## src/rtl/pc_fetch_unit_if.sv

```systemverilog
// pc_fetch_unit_if
// Groups the signals that connect the fetch unit to the next-PC logic,
// decode and instruction memory.
//   master : the fetch unit. It drives PC/instr/instr_valid/exc_adel, the
//            imem request and the state_dbg debug bit.
//   slave  : the environment (next-PC logic, decode, memory).
// Handshakes:
//   - imem_req/imem_ack: imem_req is held while a fetch is outstanding.
//     imem_ack is a single-cycle response that carries imem_rdata. A request
//     may be dropped (on reset) without an ack.
//   - instr_valid/advance: decode pulses advance while instr_valid=1 to
//     retire the instruction. PC_next is taken on that same edge.
//     advance while instr_valid=0 is ignored.
interface pc_fetch_unit_if;
  logic [31:0] PC_next;
  logic        advance;
  logic        imem_req;
  logic [31:0] imem_addr;
  logic        imem_ack;
  logic [31:0] imem_rdata;
  logic [31:0] PC;
  logic [31:0] instr;
  logic        instr_valid;
  logic        exc_adel;
  logic        state_dbg;  // 0 = FETCH, 1 = HOLD

  modport master (
    input  PC_next, advance, imem_ack, imem_rdata,
    output imem_req, imem_addr, PC, instr, instr_valid, exc_adel, state_dbg
  );

  modport slave (
    output PC_next, advance, imem_ack, imem_rdata,
    input  imem_req, imem_addr, PC, instr, instr_valid, exc_adel, state_dbg
  );
endinterface

```

## src/rtl/pc_fetch_unit.sv

```systemverilog
// pc_fetch_unit
// Holds the architectural PC and fetches the instruction word at that PC.
// It presents the word to decode and loads PC_next when decode retires the
// instruction. An illegal PC raises exc_adel and never reaches memory. An
// illegal PC is one that is misaligned or outside [IMEM_BASE, IMEM_LIMIT].
// Ports:
//   clk   : rising-edge clock
//   reset : asynchronous, active-high; clears all state
//   bus   : pc_fetch_unit_if.master. It carries:
//             PC_next, advance
//             imem_req, imem_addr, imem_ack, imem_rdata
//             PC, instr, instr_valid, exc_adel
//             state_dbg (debug)
module pc_fetch_unit #(
  parameter logic [31:0] RESET_PC   = 32'h0000_3000,
  parameter logic [31:0] IMEM_BASE  = 32'h0000_3000,
  parameter logic [31:0] IMEM_LIMIT = 32'h0000_6FFC
) (
  input  logic            clk,
  input  logic            reset,
  pc_fetch_unit_if.master bus
);

  typedef enum logic {FETCH = 1'b0, HOLD = 1'b1} state_t;

  state_t      state, state_nx;
  logic [31:0] pc_q;
  logic [31:0] instr_q;
  logic        valid_q;
  logic        adel_q;
  logic        bad;

  // Control strobes computed by the next-state logic
  logic        take_data;  // latch imem_rdata, go to HOLD
  logic        take_adel;  // latch the address error, go to HOLD
  logic        take_next;  // load PC_next, go back to FETCH

  // Unsigned compares. A misaligned PC is rejected even when it is in range.
  assign bad = (pc_q[1:0] != 2'b00) | (pc_q < IMEM_BASE) | (pc_q > IMEM_LIMIT);

  always_ff @(posedge clk or posedge reset) begin
    if (reset) state <= FETCH;
    else       state <= state_nx;
  end

  always_comb begin
    state_nx     = state;
    bus.imem_req = 1'b0;
    take_data    = 1'b0;
    take_adel    = 1'b0;
    take_next    = 1'b0;
    case (state)
      FETCH: begin
        // advance is ignored here. imem_ack only counts for a legal PC.
        if (bad) begin
          take_adel = 1'b1;
          state_nx  = HOLD;
        end else begin
          bus.imem_req = 1'b1;
          if (bus.imem_ack) begin
            take_data = 1'b1;
            state_nx  = HOLD;
          end
        end
      end
      HOLD: begin
        // A stale imem_ack here is dropped. Only advance acts.
        if (bus.advance) begin
          take_next = 1'b1;
          state_nx  = FETCH;
        end
      end
      default: state_nx = FETCH;
    endcase
  end

  always_ff @(posedge clk or posedge reset) begin
    if (reset) begin
      pc_q    <= RESET_PC;
      instr_q <= 32'h0;
      valid_q <= 1'b0;
      adel_q  <= 1'b0;
    end else begin
      if (take_data) begin
        instr_q <= bus.imem_rdata;
        valid_q <= 1'b1;
        adel_q  <= 1'b0;
      end else if (take_adel) begin
        instr_q <= 32'h0;  // nop stands in for the faulting instruction
        valid_q <= 1'b1;
        adel_q  <= 1'b1;
      end else if (take_next) begin
        // All 32 bits are loaded as given. The alignment and range check
        // happens in the FETCH that follows.
        pc_q    <= bus.PC_next;
        valid_q <= 1'b0;
        adel_q  <= 1'b0;
      end
    end
  end

  assign bus.imem_addr   = pc_q;
  assign bus.PC          = pc_q;
  assign bus.instr       = instr_q;
  assign bus.instr_valid = valid_q;
  assign bus.exc_adel    = adel_q;
  assign bus.state_dbg   = state;

endmodule
```

## src/flat_wrapper.sv

```systemverilog
// flat-port wrapper written by rule: the top's interface ports become plain ports
module pc_fetch_unit_flat 
#(
  parameter logic [31:0] RESET_PC   = 32'h0000_3000,
  parameter logic [31:0] IMEM_BASE  = 32'h0000_3000,
  parameter logic [31:0] IMEM_LIMIT = 32'h0000_6FFC
)
  (clk, reset, bus_PC_next, bus_advance, bus_imem_ack, bus_imem_rdata, bus_imem_req, bus_imem_addr, bus_PC, bus_instr, bus_instr_valid, bus_exc_adel, bus_state_dbg);
  pc_fetch_unit_if bus_i ();
  input  logic clk;
  input  logic reset;
  input wire logic [$bits(bus_i.PC_next)-1:0] bus_PC_next;
  input wire logic [$bits(bus_i.advance)-1:0] bus_advance;
  input wire logic [$bits(bus_i.imem_ack)-1:0] bus_imem_ack;
  input wire logic [$bits(bus_i.imem_rdata)-1:0] bus_imem_rdata;
  output wire logic [$bits(bus_i.imem_req)-1:0] bus_imem_req;
  output wire logic [$bits(bus_i.imem_addr)-1:0] bus_imem_addr;
  output wire logic [$bits(bus_i.PC)-1:0] bus_PC;
  output wire logic [$bits(bus_i.instr)-1:0] bus_instr;
  output wire logic [$bits(bus_i.instr_valid)-1:0] bus_instr_valid;
  output wire logic [$bits(bus_i.exc_adel)-1:0] bus_exc_adel;
  output wire logic [$bits(bus_i.state_dbg)-1:0] bus_state_dbg;
  assign bus_i.PC_next = bus_PC_next;
  assign bus_i.advance = bus_advance;
  assign bus_i.imem_ack = bus_imem_ack;
  assign bus_i.imem_rdata = bus_imem_rdata;
  assign bus_imem_req = bus_i.imem_req;
  assign bus_imem_addr = bus_i.imem_addr;
  assign bus_PC = bus_i.PC;
  assign bus_instr = bus_i.instr;
  assign bus_instr_valid = bus_i.instr_valid;
  assign bus_exc_adel = bus_i.exc_adel;
  assign bus_state_dbg = bus_i.state_dbg;
  pc_fetch_unit #(.RESET_PC(RESET_PC), .IMEM_BASE(IMEM_BASE), .IMEM_LIMIT(IMEM_LIMIT)) u_core (.clk(clk), .reset(reset), .bus(bus_i));
endmodule
```

## config.mk

```make
export PLATFORM = sky130hd
export DESIGN_NAME = pc_fetch_unit_flat
export DESIGN_NICKNAME = d
export VERILOG_FILES = /design/src/rtl/pc_fetch_unit_if.sv /design/src/rtl/pc_fetch_unit.sv /design/src/flat_wrapper.sv
export SDC_FILE = /design/constraint.sdc
export NUM_CORES = 1
export LEC_CHECK = 0
export CAP_MARGIN = 5
export CORE_MARGIN = 2
export CORE_UTILIZATION = 35
export CTS_CLUSTER_SIZE = 12
export DETAILED_ROUTE_END_ITERATION = 8
export MAX_ROUTING_LAYER = met4
export PLACE_DENSITY = 0.75
export SLEW_MARGIN = 40
export SYNTH_ARGS = -nofsm -noshare
export SYNTH_HDL_FRONTEND = slang
export SYNTH_SLANG_ARGS = --single-unit
```

## constraint.sdc

```tcl
create_clock -name clk -period 3.25 [get_ports clk]
set_clock_uncertainty 0.15 [all_clocks]
set_input_delay 0.8125 -clock clk [delete_from_list [all_inputs] [get_ports clk]]
set_output_delay 0.8125 -clock clk [all_outputs]
set_load 0.05 [all_outputs]
```

Word level (Yosys, flattened, before mapping)

Cells that the tools add are included.

Muxes and demuxes: 18
Reduce and logical (&&, ||, !) cells: 4
Bitwise operators: 5
$lt $le $gt $ge: 2

Operators by type and width:

| kind                   | number |
|---|---|
| $mux W32               | 2 |
| $gt A32 B15 Y1 const B | 1 |
| $lt A32 B14 Y1 const B | 1 |
| $mux W1                | 15 |
| $reduce_bool A2 Y1     | 2 |
| $not A1 Y1             | 3 |
| $reduce_and A3 Y1      | 1 |
| $reduce_bool A3 Y1     | 1 |
| $or A1 B1 Y1           | 2 |
| $pmux W1 S2            | 1 |

Logic and storage cells: 34
Input port bits: 68
Output and inout port bits: 100
Flip-flop bits (word level): 67

Longest topological paths before layout

Depth in word-level cells: 7
Mapped depth: 5
Depth with buffers taken out: 4

Worst setup path after synthesis

OpenSTA, ideal clock, no wires.

Kind: reg2out
From: register u_core.pc_q[19] (netlist: u_core.bus.PC[19])
To: output bus_imem_req
Data required time: 2.288 ns
Path buffers: 0
Cell stages (with the launch flop): 5
Data arrival time: 2.016 ns
Setup slack: 0.271 ns
Path through: dfrtp_1 nor4_2 o211ai_2 or2_1 nor2_1

Cells in the longest elaborated chain, start to end: 5
Elaborated cells between the ends (all ways): 6
Classes of those cells: order compare: 2; mux: 2; bitwise: 2

Ends and longest elaborated chain:

| item                   | line                | source |
|---|---|---|
| start, declared        | pc_fetch_unit.sv:27 | `logic [31:0] pc_q;` |
| start signal, assigned | pc_fetch_unit.sv:95 | `pc_q <= bus.PC_next;` |
| $lt A32 B14 Y1         | pc_fetch_unit.sv:39 | `assign bad = (pc_q[1:0] != 2'b00) \| (pc_q < IMEM_BASE) \| (pc_q > IMEM_LIMIT);` |
| $or A1 B1 Y1           | pc_fetch_unit.sv:39 |  |
| $or A1 B1 Y1 *         | pc_fetch_unit.sv:39 |  |
| $mux W1 *              | pc_fetch_unit.sv:55 | `if (bad) begin` |
| $mux W1 *              | pc_fetch_unit.sv:52 | `case (state)` |
| end, declared          | flat_wrapper.sv:16  | `output wire logic [$bits(bus_i.imem_req)-1:0] bus_imem_req;` |

Mark *: on every way between the ends. The rest lies on a longest branch, timed or not.

Final worst setup path

From: register u_core.pc_q[22] (netlist: u_core.bus.PC[22])
To: output bus_imem_req

The elaborated chain is that of the path after synthesis.

==> metrics.md <==
| Metric | Value |
|---|---|
| Rows | 32 |
| Fraction of layout instances using a drive strength above 1 | between 10% and 20% |
| Synth cell types | 27 |
| Die Span Y | 94.36 µm |
| Min-Delay Path Class | reg2reg |
| Area Overhead vs Synth | 60.25% |
| Post-layout min period | 2920 ps |
| HPWL after DPL | 5193 µm |
| Post-synthesis cell count | about 200 |
| Final nets | approximately 410 |
| Initial Util | between 30% and 40% |
| Pre-CTS setup slack | 660.7 ps |
| GRT Util Overall | 16.22% |
| Grt met3 use | 3.990% |
| Initial antenna violation count | 0 |
| PD cells | 539.3 nW/µm² |
| Crit Path Max Fanout | 5 |
| Post-CTS resize count | 0 |
| First-pass GRT wire length | 10790 µm |
| Num CTS Buffers | 9 |
| CORE AREA | slightly below 8000 µm² |
| Clock transition at path regs | 70 ps |
| Post-route ant nets | 0 |
| Area share of the largest cell type after synthesis | between 50% and 60% |
| TritonCTS Sinks | 67 |
| Yosys reg bits | 67 |
| Worst Setup End Kind | output pin |
| Filler instances | around 660 |
| Die area | 8904 µm² |
| Largest net degree at the start of global routing | 42 |
| DR DRC count | 0 |
| Ranking of synthesized cells by area | dfrtp_1 (57%), mux2_2 (13%), a22o_1 (9.8%) |
| Critical path class | reg2out |
| Hold depth | 1 |
| Via count | ~2000 |
| CTS tree | yes |
| Non-Filler Instances | 444 |
| Post-synthesis sequential area ratio | 58.76% |
| Worst reg2reg path depth | 5 |
| Die width | 94.36 µm |
| Tcrit/Tclk final | 89.84% |
| Final WL | between 6000 and 7000 µm |
| Final Hold Violating Endpoints | 0 |
| Worst skew pair latency | 330 ps |
| GRT overflow | 0 |
| Number of global-route vias before repair | 2140 |
| Clk root buf | clkbuf_8 |
| Number of flops mapped to enable cells by yosys | 0 |
| Top_reg_cell synth | dfrtp_1 |
| FF+latch area | 1679 µm² |
| Worst Path Arrival | roughly 2000 ps |
| Post-Syn Nets | 265 |
| Multi-input logic area | 863.3 µm² |
| Fin area | 4579 µm² |
| Max-slew headroom | 60.07% |
| Iter 0 DRT Violations | 47 |
| Routed wire length per instance | between 15 and 20 µm |
| Synth Cell Area | 2858 µm² |
| Fin util | between 50% and 60% |
| Met2 usage | 28.63% |
| VDD IR-drop max | 0.0002051 V |
| Worst-Margin Slew | 598.1 ps |
| Setup TNS | 0 ps |
| Status | finished, final reports clean |
| GP Congestion | 0.7759 |
| Area post-placement | between 4000 and 5000 µm² |
| Syn Area/Cell | between 10 and 15 µm² |
| CTS max path bufs | 2 |
| Synth area leader | dfrtp_1 |
| Maxcap violations | 0 |
| Req. time, crit path | 2290 ps |
| IO buf count | around 170 |
| Via/cell ratio | 4.635 |
| Inst Count DP | 428 |
| Number of hold buffers added after CTS | 0 |
| GRT busiest layer | met2 |
| Startpoint types | flop |
| Leakage | around 1.9 nW |
| Final WS setup | 330.2 ps |
| DR pass1 iterations | 4 |
| Ys async rst share | 100.0% |
| IO Pins | between 150 and 200 |
| Met1 GRT Util | 17.98% |
| RSZ-0062 raised after global routing | no |
| H-tree depth | 3 |
| Max-slew violations | 0 |
| Setup bufs post-CTS | 0 |
| F_max | 342.5 MHz |
| # setup viols final | 0 |
| YS warnings | 0 |
| Diodes inserted | 0 |
## cells by family after synthesis
| family | count (synthesis) | share of synthesized area (%) |
|---|---|---|
| DFF | 67 | 58.76 |
| buffers and inverters | 45 | 11.34 |
| AOI/OAI and AO/OA | 38 | 11.65 |
| muxes | 32 | 12.61 |
| and+or+nand+nor | 15 | 5.648 |
## cell usage after synthesis, types with 2 or more instances
library cell and number:
a22o_1 32, buf_1 3, buf_4 35, buf_6 3, dfrtp_1 65, dfstp_2 2
inv_1 3, mux2_2 32, nor3_1 2, nor4_2 2, nor4_4 2
## placed cells by master, fill, tap and decap left out, types with 2 or more instances in the layout
cell type and count:
a22o_1 32, nor4_2 2, buf_4 3, nor3_1 2, clkdlybuf4s50_1 166, mux2_2 32, nor4_4 2, inv_1 2
clkbuf_1 2, clkbuf_8 11, dfstp_2 2, buf_12 2, clkinv_2 3, dfrtp_1 65
## cell type report
type	count	area share, %
repair buffers	171	37.65
clock buffers	13	3.470
clock inverters	3	0.3279
flip-flops and latches	67	36.67
well taps	102	2.787
multi-input cells	85	18.85
inverters	3	0.2459
## report_power, final
group	total (mW)	switching, mW	internal [mW]	leakage (nW)
clock	0.600	0.285	0.315	0.0932
sequential	0.969	0.0693	0.900	0.854
combinational	0.900	0.565	0.335	0.968
## sequential cells by signal (all words and copies together) (netlist names)
name / cells
u_core.bus.PC: 32
u_core.bus.exc_adel: 1
u_core.bus.instr: 32
u_core.bus.instr_valid: 1
u_core.bus.state_dbg: 1
## worst max-delay path, cell delays in order (launching register included)
cell and delay, ps:
dfrtp_1 410, nor4_2 330, o211ai_2 250, or2_1 290, nor2_1 170, buf_12 170
## stage by stage
| step | hold slack [ps] | power, mW |
|---|---|---|
| after floorplan | 593.8 | 1.613 |
| after global placement | 337.7 | 1.884 |
| after detailed placement | 340.4 | 1.894 |
| after CTS | 366.2 | 2.506 |
| after global routing | 380.4 | 2.574 |
| final | 359.3 | 2.470 |
## final timing paths
path,endpoint,startpoint,slack (ps)
worst max register to register,u_core.bus.instr[25]$_DFFE_PP0P_,u_core.bus.PC[22]$_DFFE_PP0P_,1230
worst min-delay path,u_core.bus.instr[31]$_DFFE_PP0P_,u_core.bus.instr[31]$_DFFE_PP0P_,360
max in group asynchronous,u_core.bus.PC[12]$_DFFE_PP1P_,reset,1560
worst min register to register,u_core.bus.instr[31]$_DFFE_PP0P_,u_core.bus.instr[31]$_DFFE_PP0P_,360
worst max-delay path,bus_imem_req,u_core.bus.PC[22]$_DFFE_PP0P_,330
min in group asynchronous,u_core.bus.instr[6]$_DFFE_PP0P_,reset,710
## layer usage
metal / wire, µm / up-vias / part of all wire, %
li1: - / 961 / -
met1: 2699 / 995 / 39
met2: 3728 / 95 / 54
met3: 465 / 7 / 6.7
met4: 64 / 0 / 0.92
met5: 0 / - / 0
Note: power is estimated with default switching activity, not from simulation.
